$ cat src/rtl/mod_sub_pipe.sv
// -----------------------------------------------------------------------------
// mod_sub_pipe
//   Two-stage pipelined modular subtractor: oData = (iData0 - iData1) mod iQ.
//   Companion of the registered modular adder in NTT/INTT butterflies and RNS
//   datapaths. Valid/ready streaming on both sides with stall, enable-freeze,
//   synchronous flush and an out-of-range flag that travels with each result.
//
// Ports
//   iClk     in   clock, rising edge
//   iRstN    in   asynchronous active-low reset
//   iEn      in   global enable; 0 freezes every register and hides oValid
//   iClr     in   synchronous flush of both stages (beats iEn and handshakes)
//   iValid   in   operands valid
//   oReady   out  operands accepted this cycle (combinational, no iValid path)
//   iData0   in   minuend a, expected < iQ
//   iData1   in   subtrahend b, expected < iQ
//   iQ       in   modulus, sampled together with the operands
//   oValid   out  result valid
//   iReady   in   downstream accepts the result
//   oData    out  (a - b) mod q
//   oErr     out  a >= q or b >= q for the result currently on oData
// -----------------------------------------------------------------------------
module mod_sub_pipe #(
  parameter int BITWIDTH = 32
) (
  input  logic                iClk,
  input  logic                iRstN,
  input  logic                iEn,
  input  logic                iClr,
  input  logic                iValid,
  output logic                oReady,
  input  logic [BITWIDTH-1:0] iData0,
  input  logic [BITWIDTH-1:0] iData1,
  input  logic [BITWIDTH-1:0] iQ,
  output logic                oValid,
  input  logic                iReady,
  output logic [BITWIDTH-1:0] oData,
  output logic                oErr
);

  localparam int W = BITWIDTH;

  // Stage 1: widened difference (MSB is the borrow), sampled modulus, range flag
  logic         s1Valid_q, s1Valid_d;
  logic [W:0]   s1Diff_q,  s1Diff_d;
  logic [W-1:0] s1Mod_q,   s1Mod_d;
  logic         s1Err_q,   s1Err_d;

  // Stage 2: final result and its range flag
  logic         s2Valid_q, s2Valid_d;
  logic [W-1:0] s2Data_q,  s2Data_d;
  logic         s2Err_q,   s2Err_d;

  logic s2Adv;
  logic s1Adv;
  logic inXfer;

  // A stage may take new contents when it is empty or its occupant moves on.
  // oReady is gated by iRstN so that it reads 0 for the whole reset period.
  always_comb begin
    s2Adv  = !s2Valid_q || iReady;
    s1Adv  = !s1Valid_q || s2Adv;
    oReady = iRstN && iEn && !iClr && s1Adv;
    inXfer = iValid && oReady;
  end

  // Next-state for both stages. Flush wins over everything; with iEn low all
  // state simply holds. Data fields only load when a valid item arrives so a
  // stalled or drained result stays stable on oData.
  always_comb begin
    s1Valid_d = s1Valid_q;
    s1Diff_d  = s1Diff_q;
    s1Mod_d   = s1Mod_q;
    s1Err_d   = s1Err_q;
    s2Valid_d = s2Valid_q;
    s2Data_d  = s2Data_q;
    s2Err_d   = s2Err_q;

    if (iClr) begin
      s1Valid_d = 1'b0;
      s1Diff_d  = '0;
      s1Mod_d   = '0;
      s1Err_d   = 1'b0;
      s2Valid_d = 1'b0;
      s2Data_d  = '0;
      s2Err_d   = 1'b0;
    end else if (iEn) begin
      if (s2Adv) begin
        s2Valid_d = s1Valid_q;
        if (s1Valid_q) begin
          // On borrow, adding q back wraps modulo 2^W by design
          s2Data_d = s1Diff_q[W] ? (s1Diff_q[W-1:0] + s1Mod_q) : s1Diff_q[W-1:0];
          s2Err_d  = s1Err_q;
        end
      end
      if (s1Adv) begin
        s1Valid_d = inXfer;
        if (inXfer) begin
          s1Diff_d = {1'b0, iData0} - {1'b0, iData1};
          s1Mod_d  = iQ;
          s1Err_d  = (iData0 >= iQ) || (iData1 >= iQ);
        end
      end
    end
  end

  always_ff @(posedge iClk or negedge iRstN) begin
    if (!iRstN) begin
      s1Valid_q <= 1'b0;
      s1Diff_q  <= '0;
      s1Mod_q   <= '0;
      s1Err_q   <= 1'b0;
      s2Valid_q <= 1'b0;
      s2Data_q  <= '0;
      s2Err_q   <= 1'b0;
    end else begin
      s1Valid_q <= s1Valid_d;
      s1Diff_q  <= s1Diff_d;
      s1Mod_q   <= s1Mod_d;
      s1Err_q   <= s1Err_d;
      s2Valid_q <= s2Valid_d;
      s2Data_q  <= s2Data_d;
      s2Err_q   <= s2Err_d;
    end
  end

  // The result is hidden while frozen but stays in S2 for when iEn returns
  always_comb begin
    oValid = iEn && s2Valid_q;
    oData  = s2Data_q;
    oErr   = s2Err_q;
  end

endmodule

$ cat config.mk
export PLATFORM = sky130hd
export DESIGN_NAME = mod_sub_pipe
export DESIGN_NICKNAME = d
export VERILOG_FILES = /design/src/rtl/mod_sub_pipe.sv
export SDC_FILE = /design/constraint.sdc
export NUM_CORES = 1
export LEC_CHECK = 0
export ABC_AREA = 1
export BUFFER_PORTS_ARGS = -buffer_cell sky130_fd_sc_hd__buf_2
export CAP_MARGIN = 0
export CELL_PAD_IN_SITES_DETAIL_PLACEMENT = 0
export CELL_PAD_IN_SITES_GLOBAL_PLACEMENT = 2
export CORE_UTILIZATION = 34
export DETAILED_ROUTE_END_ITERATION = 12
export PLACE_DENSITY = 0.9
export SLEW_MARGIN = 15
export SYNTH_ARGS = -nofsm -noshare
export SYNTH_HDL_FRONTEND = slang
export SYNTH_SLANG_ARGS = --single-unit
$ cat constraint.sdc
create_clock -name iClk -period 3.1 [get_ports iClk]
set_input_delay 0.465 -clock iClk [delete_from_list [all_inputs] [get_ports iClk]]
set_output_delay 0.465 -clock iClk [all_outputs]
set_load 0.03 [all_outputs]
# == Word-level counts from Yosys, hierarchy flattened ==
# Index checks and enable logic that the tools add are counted.
# Widths: inputs -> output; s select.
# word_totals
wordCells,58
register_bits,101
out_inout_bits,35
# classes
n_mux,27
n_reduce_logical,20
addsub,2
order_cmp,2
# op_table
op,n
$mux 32,9
$mux 33,4
$ge 32x32->1,2
$sub 32x32->33,1
$add 32x32->32,1
$mux 1,14
$reduce_bool 2->1,5
$reduce_and 3->1,2
$logic_and 1x1->1,5
$reduce_and 2->1,2
$logic_not 1->1,3
$logic_or 1x1->1,3

# == Depth between registers and ports, before layout ==
# depth
word_depth,9
depth_mapped,15
ltp_nobuf,15

# == Worst setup path before layout ==
# OpenSTA, ideal clock, no wires.
# synth_path
path_type,input-to-reg
startpoint,input iData0[0]
endpoint,register s1Diff_q[30]
setup_time_ps,117
setup_slack_ps,1198
cell_stages,14
t_arrival_ps,1785
required_time_ps,2983
path_cell_list,inv_1 -> ha_1 -> inv_1 -> fa_1 -> nand2_2 -> o21ai_2 -> nand2_2 -> nand2_2 -> nand2_1 -> nand2_2 -> nand2_1 -> nand3_1 -> nand3_1 -> nand2_1
# synth_via
elab_chain_cells,5
# synth_lines
element,line,rtl
start: declaration,32,"input logic [BITWIDTH-1:0] iData0,"
$sub 32x32->33,99,"s1Diff_d = {1'b0, iData0} - {1'b0, iData1};"
$mux 33,98,if (inXfer) begin
$mux 33,96,if (s1Adv) begin
$mux 33,87,end else if (iEn) begin
$mux 33,79,if (iClr) begin
end signal: assignment,118,s1Diff_q <= s1Diff_d;
end: declaration,45,"logic [W:0] s1Diff_q, s1Diff_d;"
# No other way between the ends. The select of a mux whose other input is x is not followed.
# A chain may end at the register's enable or synchronous reset.

# == Worst setup path in the final report ==
# layout_path
startpoint,register s1Mod_q[0]
endpoint,"register s2Data_q[14], in the netlist oData[14]"
# layout_via
elab_chain_cells,6
# layout_lines
element,line,rtl
start: declaration,46,"logic [W-1:0] s1Mod_q, s1Mod_d;"
start signal: assignment,119,s1Mod_q <= s1Mod_d;
$add 32x32->32,92,s2Data_d = s1Diff_q[W] ? (s1Diff_q[W-1:0] + s1Mod_q) : s1Diff_q[W-1:0];
$mux 32,92,
$mux 32,90,if (s1Valid_q) begin
$mux 32,88,if (s2Adv) begin
$mux 32,87,
$mux 32,79,
end signal: assignment,122,s2Data_q <= s2Data_d;
end: declaration,51,"logic [W-1:0] s2Data_q, s2Data_d;"
# No other way between the ends. The select of a mux whose other input is x is not followed.

==> flow_metrics.env <==
export IMPL_status="finished, final reports clean"
export IMPL_tightest_slew_ns=0.866
export IMPL_crit_path_start_kind="flop"
export IMPL_drv_slew=0
export IMPL_max_slew_margin_pct=42.2
export IMPL_yosysSeqAreaShare_pct=24.8
export IMPL_synth_edf_count=0
export IMPL_max_vdd_ir_drop_mv=0.213
export IMPL_dpl_worst_slack_ns=0.678
export IMPL_via_per_inst=4.70
export IMPL_die_area_um2=30700
export IMPL_grt_pass1_vias=9872
export IMPL_synthFlopType="dfrtp_1"
export IMPL_cp_required_ns=3.32
export IMPL_grt_ovfl_total=0
export IMPL_path_class="reg2reg"
export IMPL_core_um2=29600
export IMPL_die_w_um=175
export IMPL_cts_resized=0
export IMPL_fin_util_pct=39.5
export IMPL_seqPwrFrac_pct=37.9
export IMPL_wirelength_mm=31.6
export IMPL_post_cts_buffers=0
export IMPL_worst_slack_ns=0.783
export IMPL_grt_pass1_wl_mm=51.2
export IMPL_root_buffer="clkbuf_16"
export IMPL_finalHoldViolations=0
export IMPL_start_util_pct=34.5
export IMPL_core_rowCount=63
export IMPL_ioPinCount=137
export IMPL_drive_gt1_share_pct=11.0
export IMPL_comb_power_share_pct=27.7
export IMPL_async_flop_share_pct=100
export IMPL_port_buffers=136
export IMPL_fin_nets=2009
export IMPL_p_sw_mw=1.31
export IMPL_cts_hold_buffers=1
export IMPL_critPathArrivalTime_ns=2.54
export IMPL_cts_sinks=101
export IMPL_syn_area_um2=10200
export IMPL_grt_antenna_before_repair=0
export IMPL_die_y_um=175
export IMPL_ys_warnings_count=0
export IMPL_drc=0
export IMPL_swShare_pct=35.6
export IMPL_p_leak_nw=6.95
export IMPL_p_clk_share_pct=34.4
export IMPL_wire_per_inst_um=14.6
export IMPL_powerDensity_nw_per_um2=315
export IMPL_ys_ff_latch=101
export IMPL_power_internal_mw=2.36
export IMPL_postSynthAreaPerCell_um2=6.20
export IMPL_synthCells=1643
export IMPL_place_detailed_hpwl_mm=26.9
export IMPL_cap_violations=0
export IMPL_placed_cells=2156
export IMPL_drtIter0Drc=516
export IMPL_final_cells=2173
export IMPL_skew_ns=0.0132
export IMPL_rsz0062_at_grt="no"
export IMPL_grt_total_usage_pct=21.2
export IMPL_grt_max_degree=70
export IMPL_setup_violations=0
export IMPL_place_gp_congestion=0.918
export IMPL_hp_class="in2reg"
export IMPL_setup_tns_ns=0
export IMPL_htree_levels=3
export IMPL_area_growth_pct=14.5
export IMPL_period_needed_ns=2.32
export IMPL_insertion_delay_ns=0.36
export IMPL_ys_types=34
export IMPL_num_vias=10200
export IMPL_numCtsBuffers=9
export IMPL_synthesis_nets=1874
export IMPL_max_freq_mhz=432
export IMPL_worstPathMaxFanout=4
export IMPL_end_kind="flop"
export IMPL_period_share_pct=74.8
export IMPL_antennaDiodeCount=0
export IMPL_cts_clk_slew_worst_paths_ns=0.08
export IMPL_cts_buffer_depth=2
export IMPL_cts_tree="yes"
export IMPL_firstDrtPassIters=4
export IMPL_antenna_left=0
-- worst max-delay path, cell delays in order, from the launching register on --
cell and delay [ns]:
dfrtp_1 0.41, ha_1 0.24, fa_1 0.43, nand3_1 0.12, nand3_2 0.11, nand2_1 0.08
nand2_1 0.09, nand2_1 0.09, nand2_2 0.09, xor2_1 0.15, o21ai_0 0.28, nand2_1 0.08
-- cell usage in the layout, fill, tap and decap left out, types with 10 or more instances in the layout --
cell type and instances:
nor3_1 10, inv_1 289, dfrtp_1 101, nand2_2 17
nand2_1 577, nand3_1 81, buf_4 13, ha_1 127
a21oi_1 102, buf_2 135, o21ai_0 98, xor2_1 17
nor2_1 130, nand4_1 12
-- final timing paths --
check                                 from          end  slack, ns  depth (start not counted)
worst min-delay path                 iQ[0]   s1Mod_q[0]       0.40                          2
worst max-delay path            s1Mod_q[0]    oData[14]       0.78                         11
max in group asynchronous            iRstN  s1Mod_q[13]       1.53                          3
min in group asynchronous            iRstN    oData[22]       0.47                          2
worst max register to register  s1Mod_q[0]    oData[14]       0.78                         11
worst min register to register   oData[14]    oData[14]       0.47                          2
-- power by group through the flow --
stage	logic (mW)	clock network (mW)	registers (mW)
after floorplan	0.660	0	1.41
after global placement	1.01	0	1.42
after detailed placement	1.02	0	1.42
after CTS	1.02	1.30	1.39
after global routing	1.17	1.34	1.40
final	1.02	1.26	1.39
-- sequential cells by signal, summed over array words and instances, names as in the netlist --
signal / count
s1Diff_q: 33
oData: 32
s1Mod_q: 32
oErr: 1
s1Err_q: 1
s1Valid_q: 1
s2Valid_q: 1
-- metal layers --
| metal | global-route usage (%) | wire (um) | vias to the layer above |
|---|---|---|---|
| met3 | 1.22 | 911 | 33 |
| met4 | 5.98 | 655 | 0 |
| met5 | 0 | 0 | - |
| met1 | 31.7 | 16700 | 4543 |
| li1 | - | - | 5433 |
| met2 | 32.6 | 13400 | 211 |
-- logic make-up after synthesis --
| group | after synthesis | share of synthesized area [%] |
|---|---|---|
| xor gates and xnor gates | 22 | 1.89 |
| buffers and inverters | 318 | 12.0 |
| DFF | 101 | 24.8 |
| adders and majority gates | 129 | 16.0 |
| and+or+nand+nor | 846 | 33.7 |
| AOI/OAI and AO/OA | 227 | 11.6 |
-- layout make-up --
cell class                      count  area, um^2
Inverter                          293        1100
Clock buffer                        9         225
Multi-Input combinational cell   1224        6440
Tap cell                          390         488
Fill cell                        3345       17900
Clock inverter                      7         103
Timing Repair Buffer              149         783
Sequential cell                   101        2530
-- synth_stat cells (4+ instances only) --
master / number / area (um^2)
a21oi_1: 102 / 510
buf_2: 9 / 45.0
clkbuf_1: 13 / 48.8
dfrtp_1: 101 / 2530
ha_1: 127 / 1590
inv_1: 289 / 1080
inv_2: 4 / 15.0
nand2_1: 577 / 2170
nand2_2: 17 / 106
nand3_1: 81 / 405
nand4_1: 12 / 75.1
nor2_1: 130 / 488
nor2_2: 6 / 37.5
nor3_1: 10 / 50.1
o21ai_0: 98 / 490
o21ai_1: 5 / 25.0
o21bai_1: 6 / 45.0
o22ai_1: 9 / 56.3
xnor2_1: 5 / 43.8
xor2_1: 17 / 149
-- stage by stage --
stage	total power [mW]	area [um^2]	hold slack [ns]
detailed placement	2.43	11300	0.321
floorplan	2.07	10200	0.169
global placement	2.43	11300	0.320
finish	3.67	11700	0.400
CTS	3.72	11700	0.385
global route	3.90	11700	0.415
Power figures use the tool's default switching activity.
